$ cat src/rtl/acc_buf_pkg.sv
// Shared sizing helpers and parameter checks for the multiplier-to-accumulator
// elastic buffer (mul_acc_buffer_fifo and acc_buf_ram).
package acc_buf_pkg;

  // Pointer width: log2 of the entry count, at least 1 bit.
  function automatic int ptr_w(input int depth);
    return (depth > 1) ? $clog2(depth) : 1;
  endfunction

  // Occupancy width: must hold 0..depth inclusive.
  function automatic int cnt_w(input int depth);
    return $clog2(depth + 1);
  endfunction

  // Power-of-two check used for DEPTH; pointers rely on natural wrap.
  function automatic bit is_pow2(input int v);
    return (v >= 2) && ((v & (v - 1)) == 0);
  endfunction

  // almost_full threshold must lie within 1..depth.
  function automatic bit afull_ok(input int lvl, input int depth);
    return (lvl >= 1) && (lvl <= depth);
  endfunction

  // Bit offset of a lane inside a packed entry; lane 0 sits at the LSBs.
  function automatic int lane_lsb(input int lane, input int width);
    return lane * width;
  endfunction

endpackage

$ cat src/rtl/acc_buf_ram.sv
// DEPTH x (WIDTH*LANES) storage for the accumulator buffer.
// One synchronous write port, one asynchronous read port, no reset on the array.
module acc_buf_ram
  import acc_buf_pkg::*;
#(
  parameter int WIDTH = 8,
  parameter int LANES = 1,
  parameter int DEPTH = 4,
  parameter int PW    = 2
) (
  input  logic                     clk_i,
  input  logic                     wr_en_i,
  input  logic [PW-1:0]            wr_addr_i,
  input  logic [WIDTH*LANES-1:0]   wr_data_i,
  input  logic [PW-1:0]            rd_addr_i,
  output logic [WIDTH*LANES-1:0]   rd_data_o
);

  logic [WIDTH*LANES-1:0] mem_q [DEPTH];

  // Write all lanes of the addressed entry together.
  always_ff @(posedge clk_i) begin
    if (wr_en_i) begin
      for (int l = 0; l < LANES; l++) begin
        mem_q[wr_addr_i][lane_lsb(l, WIDTH) +: WIDTH] <= wr_data_i[lane_lsb(l, WIDTH) +: WIDTH];
      end
    end
  end

  // Head entry is visible in the same cycle its address is presented.
  always_comb begin
    rd_data_o = mem_q[rd_addr_i];
  end

endmodule

$ cat src/rtl/mul_acc_buffer_fifo.sv
// Elastic FIFO between the multiplier array and the accumulator.
// First-word fall-through from registered storage; full/empty derived from count.
// Optional sticky overflow flag (err_ovf / err_clr) when ACC_BUF_ERR_EN is defined.
module mul_acc_buffer_fifo
  import acc_buf_pkg::*;
#(
  parameter int WIDTH     = 8,
  parameter int LANES     = 1,
  parameter int DEPTH     = 4,
  parameter int AFULL_LVL = 3
) (
  input  logic                        clk,
  input  logic                        rst_sync,
  input  logic                        flush,
  input  logic                        in_valid,
  input  logic [WIDTH*LANES-1:0]      in_data,
  output logic                        in_ready,
  output logic                        out_valid,
  output logic [WIDTH*LANES-1:0]      out_data,
  input  logic                        out_ready,
  output logic [cnt_w(DEPTH)-1:0]     count,
  output logic                        almost_full
`ifdef ACC_BUF_ERR_EN
  ,
  input  logic                        err_clr,
  output logic                        err_ovf
`endif
);

  localparam int DW = WIDTH * LANES;
  localparam int PW = ptr_w(DEPTH);
  localparam int CW = cnt_w(DEPTH);

  if (!is_pow2(DEPTH)) begin : g_bad_depth
    $error("mul_acc_buffer_fifo: DEPTH must be a power of two >= 2");
  end
  if (!afull_ok(AFULL_LVL, DEPTH)) begin : g_bad_afull
    $error("mul_acc_buffer_fifo: AFULL_LVL must be within 1..DEPTH");
  end

  logic [PW-1:0] wr_ptr_q, wr_ptr_d;
  logic [PW-1:0] rd_ptr_q, rd_ptr_d;
  logic [CW-1:0] count_q,  count_d;
  logic          push, pop, wr_en;
  logic [DW-1:0] head_data;

  // Handshake and status decode; all of it depends on registered state only.
  always_comb begin
    in_ready    = (count_q != CW'(DEPTH));
    out_valid   = (count_q != '0);
    push        = in_valid & in_ready;
    pop         = out_valid & out_ready;
    wr_en       = push & ~flush & ~rst_sync;
    out_data    = out_valid ? head_data : '0;
    count       = count_q;
    almost_full = (count_q >= CW'(AFULL_LVL));
  end

  // Next-state for pointers and occupancy; flush outranks traffic.
  always_comb begin
    wr_ptr_d = wr_ptr_q;
    rd_ptr_d = rd_ptr_q;
    count_d  = count_q;
    if (flush) begin
      wr_ptr_d = '0;
      rd_ptr_d = '0;
      count_d  = '0;
    end else begin
      if (push) wr_ptr_d = wr_ptr_q + PW'(1);
      if (pop)  rd_ptr_d = rd_ptr_q + PW'(1);
      case ({push, pop})
        2'b10:   count_d = count_q + CW'(1);
        2'b01:   count_d = count_q - CW'(1);
        default: count_d = count_q;
      endcase
    end
  end

  // State register with synchronous reset.
  always_ff @(posedge clk) begin
    if (rst_sync) begin
      wr_ptr_q <= '0;
      rd_ptr_q <= '0;
      count_q  <= '0;
    end else begin
      wr_ptr_q <= wr_ptr_d;
      rd_ptr_q <= rd_ptr_d;
      count_q  <= count_d;
    end
  end

`ifdef ACC_BUF_ERR_EN
  logic err_ovf_q, err_ovf_d;

  // Sticky overflow: a dropped push sets it, err_clr clears it, set wins.
  always_comb begin
    err_ovf_d = err_ovf_q;
    if (in_valid & ~in_ready) err_ovf_d = 1'b1;
    else if (err_clr)         err_ovf_d = 1'b0;
  end

  // Overflow flag register; flush deliberately leaves it alone.
  always_ff @(posedge clk) begin
    if (rst_sync) err_ovf_q <= 1'b0;
    else          err_ovf_q <= err_ovf_d;
  end

  assign err_ovf = err_ovf_q;
`endif

  acc_buf_ram #(
    .WIDTH (WIDTH),
    .LANES (LANES),
    .DEPTH (DEPTH),
    .PW    (PW)
  ) u_ram (
    .clk_i     (clk),
    .wr_en_i   (wr_en),
    .wr_addr_i (wr_ptr_q),
    .wr_data_i (in_data),
    .rd_addr_i (rd_ptr_q),
    .rd_data_o (head_data)
  );

endmodule

$ cat config.mk
export PLATFORM = sky130hd
export DESIGN_NAME = mul_acc_buffer_fifo
export DESIGN_NICKNAME = d
export VERILOG_FILES = /design/src/rtl/acc_buf_pkg.sv /design/src/rtl/acc_buf_ram.sv /design/src/rtl/mul_acc_buffer_fifo.sv
export SDC_FILE = /design/constraint.sdc
export NUM_CORES = 1
export LEC_CHECK = 0
export CAP_MARGIN = 20
export CORE_MARGIN = 2
export CORE_UTILIZATION = 33
export CTS_BUF_LIST = sky130_fd_sc_hd__clkbuf_16
export DETAILED_ROUTE_END_ITERATION = 12
export SLEW_MARGIN = 20
export SYNTH_ARGS = -nofsm -noshare
export SYNTH_HDL_FRONTEND = slang
export SYNTH_SLANG_ARGS = --single-unit
$ cat constraint.sdc
create_clock -name clk -period 6.7 [get_ports clk]
set_input_delay 1.34 -clock clk [delete_from_list [all_inputs] [get_ports clk]]
set_output_delay 1.34 -clock clk [all_outputs]
set_load 0.01 [all_outputs]
# == Word-level counts from Yosys, hierarchy flattened ==
# Memory sizes are Yosys's and may differ from the RTL's. A register that Yosys moved wholly into a read port is not among the register bits.
# Index checks and enable logic that the tools add are counted.
# Widths: inputs -> output; s select.
# classes
add_sub_neg,4
magnitude_cmp,1
eq_ne,3
muxes,6
n_bitwise,6
reduce_logical,3
# op_table
operator,n
$mux 8,1
$pmux 3 s2,1
$add 2x1->2 const B,2
$and 1x1->1,4
$mux 2,2
$add 3x1->3 const B,1
$ge 3x2->1 const B,1
$ne 3x3->1 const B,1
$reduce_bool 3->1,1
$sub 3x1->3 const B,1
$eq 2x1->1 const B,1
$eq 2x2->1 const B,1
$mux 1,2
$not 1->1,2
$reduce_bool 2->1,1
$reduce_or 2->1,1
# word_totals
regBits,7
ram_bits,32
input_bits,13
output_inout_bits,14
word_cells,27
mem_count,1
# memory_table
name,words,width,rd,rd_ports_with_merged_regs,wr,line,text
u_ram.mem_q,4,8,1,1,1,acc_buf_ram.sv:19,logic [WIDTH*LANES-1:0] mem_q [DEPTH];

# == Logic depth before layout (Yosys ltp) ==
# logic_depth
depth_word,6
ltp_mapped,10
ltp_nobuf,9

# == Hierarchy ==
# From an unflattened synthesis, not the netlist that was laid out.
# hier_totals
hier_cells,102
hier_area_um2,1631.6
# modules_own_cells
module,n_inst,cells_per_inst,area_per_inst_um2,seq_area_each_um2
acc_buf_ram,1,46,1188.6,960.9
mul_acc_buffer_fifo,1,56,442.9,140.1

# == Worst setup path before layout ==
# No wires, ideal clock.
# synth_timing
kind,input-to-reg
start,input in_valid
end,"register count_q[2], in the netlist count[2]"
setup_time_ns,0.070
arrival_time_ns,2.868
t_required_ns,6.630
slack_ns,3.763
cell_stages,9
n_path_buf,1
cell_sequence,and2_4 > buf_6 > inv_1 > ha_1 > inv_1 > fa_1 > xor2_1 > or3_2 > a21oi_1
# synth_via
elab_chain_len,3
word_cells_on_any_way,5
classes_between,eq/ne: 2; mux: 1; bitwise: 1; reduce/logical: 1
# synth_lines
element,line,text
start: declaration,mul_acc_buffer_fifo.sv:15,"input logic in_valid,"
$and 1x1->1 (*),mul_acc_buffer_fifo.sv:51,push = in_valid & in_ready;
$eq 2x1->1 / $eq 2x2->1 (equally long branches),mul_acc_buffer_fifo.sv:71,"case ({push, pop})"
$pmux 3 s2 / $reduce_bool 2->1 (equally long branches),-,
end signal: assignment,mul_acc_buffer_fifo.sv:88,count_q <= count_d;
end: declaration,mul_acc_buffer_fifo.sv:43,"logic [CW-1:0] count_q, count_d;"
# Mark *: on every way between the ends. The rest lies on a longest branch, timed or not.
# A chain may end at the register's enable or synchronous reset.

==> reports/metrics.cfg <==
[min_path]
worst_min_delay_path_class=reg2reg

[routing]
residual_drc=0
dr_total_vias=951
wl_per_cell_um=14.6
avgViaCountPerCell=4.59
drtIter0Drc=59
drt_wl_total_um=3030
number_of_nets_still_failing_antenna_checks_after_routing=0
drt_first_pass_iters=4

[synth]
yosys_most_used_dff=sky130_fd_sc_hd__edfxtp_1
synth.top_cells.by_count=sky130_fd_sc_hd__edfxtp_1, sky130_fd_sc_hd__dfxtp_1, sky130_fd_sc_hd__nor2b_1, sky130_fd_sc_hd__mux4_2, sky130_fd_sc_hd__inv_1
synth.cell_area_mm2=0.00172
ys.warnings.count=0
synthDominantCellAreaShare=0.559
synth-edff-count=32
ys_async_sr_fraction=0
synth_seq_area_share=0.664
synthSimpleGateAreaFrac=0.103
synth_mux_area_frac=0.111
synth_top_family_by_area=multiplexers
share_of_the_synthesized_area_in_compound_gates_ao_oa_aoi_oai=0.0328
post_synth_inst_count=108
yosys.area_share.xor_xnor=0.0102
postSynthAreaPerCell_um2=15.9
ys_top_cells_by_area=sky130_fd_sc_hd__edfxtp_1, sky130_fd_sc_hd__dfxtp_1, sky130_fd_sc_hd__mux4_2
ys_types=28
yosys_register_bits=41
yosys.area_share.adder=0.0481
synth.most_common_cell=sky130_fd_sc_hd__edfxtp_1
library_cell_with_the_largest_summed_area_after_synthesis=sky130_fd_sc_hd__edfxtp_1
synthesis.nets=127

[setup_path]
required_time_of_the_worst_setup_path_ns=5.36
r2r_setup_slack_ns=4.19
critPathMaxStageDelay_ns=0.67
worstPathArrival_ns=2.19
crit_path_top_delay_cell=sky130_fd_sc_hd__dfxtp_1
timing_worst_setup_path_type=reg2out
critical_path.max_fanout=8
cp_cell_sequence=mux4_2 > nor2b_1 > clkdlybuf4s50_1
crit_path_end_kind=output port
critPathLaunchType=flop

[floorplanning]
die_area_mm2=0.00580
fp.dieH_um=76.2
floorplan.io_pins=27
floorplan.rows=26
initial_core_util=0.339
fp.dieW_um=76.2
core-area_mm2=0.00507

[cells_and_area]
nets=155
filler_cell_count=496
antenna_cells=0
finish.instance_area_mm2=0.00218
layout_overhead_on_the_synthesized_area_pct=27.0
drive_gt1_frac=0.175

[timing]
setup_violations=0
rsz0062_at_grt=no
worst_hold_slack_ns=0.497
finClkSkew_ns=0.00465
final.setup.tns_ns=0
timing.final.crit_share=0.527
worst-slew-pin-transition_ns=0.892
clock.fmax_mhz=283
final_period_minus_worst_setup_slack_ns=3.53
final-max-slew-violation-count=0
max_slew_margin=0.402
report.final.hold_viol_count=0

[clocking]
cts_inserted_buffers=5
clock_tree_from_tritoncts=done
cts.repair_timing.setup_buffer_count=0
clkLatencyLatePin_ns=0.28
path_clk_slew_ns=0.05
cts-root-buf=sky130_fd_sc_hd__clkbuf_16
max-clock-path-buffers=2
clock_sink_count=41
ctsResizeCount=0
cts_hold_buffers=0
htreeDepth=2

[pwr]
post-layout-total-power_mw=0.545
irDropWorstVdd_mv=0.133
power_per_cell_area_mw_per_mm2=250
power.static_leakage_nw=0.734

[grt]
global_route.overflow_total=0
grt_usage=0.115
grt_antenna_before_repair=0
grt_start_max_net_pins=14
grt_pass1_wl_um=5060
grt_pass1_vias=998

[placed_design]
postPlaceCellArea_mm2=0.00204
numPortBuffers=26
routabilityCongestion=0.712
hpwlAfterDp_um=2110

[job]
drv.max_cap_violation_count=0

[status]
run_status=finished clean

[registers in the layout (all words and copies together), names as in the netlist, named ones only]
name         flops
u_ram.mem_q     32
wr_ptr_q         2
count            3
rd_ptr_q         2
[metrics by stage]
| stage | instances | setup WS (ns) | util |
|---|---|---|---|
| 2_1_floorplan | 108 | 3.76 | - |
| 3_3_place_gp | 199 | 3.32 | 0.403 |
| 3_5_place_dp | 199 | 3.22 | 0.403 |
| 4_1_cts | 207 | 3.11 | 0.430 |
| 5_1_grt | 207 | 3.02 | 0.430 |
| 6_report | 207 | 3.17 | 0.430 |
[area by class of cell]
class	instances	area [um^2]	share of cell area
Clock buffer	5	125	0.0573
Tap cell	70	87.6	0.0401
Timing Repair Buffer	26	260	0.119
Inverter	7	26.3	0.0120
Sequential cell	41	1140	0.523
Multi-Input combinational cell	55	528	0.242
Clock inverter	3	13.8	0.00631
[final timing paths]
path,startpoint,to,cells after the start
worst max-delay path,flop,out_data[6],3
worst min-delay path,wr_ptr_q[0],wr_ptr_q[0],2
worst max register to register,count[0],count[2],8
worst min register to register,wr_ptr_q[0],wr_ptr_q[0],2
[kinds of logic (layout without fill, tap and decap cells)]
family / after synthesis / after routing
and+or+nand+nor: 29 / 29
AOI/OAI and AO/OA: 9 / 9
buffers and inverters: 12 / 41
DFF: 41 / 41
muxes: 9 / 9
xor gates and xnor gates: 2 / 2
adders and majority gates: 6 / 6
[report_power, final]
group	internal, mW	switching, mW
registers	0.278	0.00302
logic	0.0221	0.0181
clock network	0.135	0.0895
[cell usage in the layout, fill, tap and decap left out]
master                            Yosys  layout
sky130_fd_sc_hd__a21oi_1              3       3
sky130_fd_sc_hd__o21ai_0              4       4
sky130_fd_sc_hd__mux4_2               8       8
sky130_fd_sc_hd__fa_1                 1       1
sky130_fd_sc_hd__nand2_1              4       4
sky130_fd_sc_hd__or3_1                1       1
sky130_fd_sc_hd__or3b_4               1       1
sky130_fd_sc_hd__ha_1                 5       5
sky130_fd_sc_hd__edfxtp_1            32      32
sky130_fd_sc_hd__or4b_1               1       1
sky130_fd_sc_hd__a21o_2               1       1
sky130_fd_sc_hd__clkinv_2             0       2
sky130_fd_sc_hd__o31ai_2              1       1
sky130_fd_sc_hd__nor2b_1              9       9
sky130_fd_sc_hd__clkdlybuf4s50_1      0      26
sky130_fd_sc_hd__nor3_2               0       1
sky130_fd_sc_hd__clkbuf_16            0       5
sky130_fd_sc_hd__dfxtp_1              9       9
sky130_fd_sc_hd__nand4_1              1       1
sky130_fd_sc_hd__mux2i_1              1       1
sky130_fd_sc_hd__or2_0                1       1
sky130_fd_sc_hd__nor2_1               4       4
sky130_fd_sc_hd__and2_4               1       1
sky130_fd_sc_hd__and3_1               1       1
sky130_fd_sc_hd__inv_1                7       8
sky130_fd_sc_hd__or3_2                1       1
sky130_fd_sc_hd__and3_2               3       3
sky130_fd_sc_hd__xor2_1               2       2
[worst max-delay path: cells and delay by family, from the launching register on]
| kind | cells | cell delay [ns] |
|---|---|---|
| flip-flops | 1 | 0.67 |
| buffers and inverters | 1 | 0.52 |
| AND/OR/NAND/NOR | 1 | 0.15 |
| multiplexers | 1 | 0.57 |
[layer usage]
layer | global-route usage | wire [um]
met5 | 0 | 0
met4 | 0.0327 | 35
met2 | 0.187 | 1510
met1 | 0.145 | 1300
met3 | 0.0415 | 175
No activity file was read; power rests on OpenSTA's default activity.
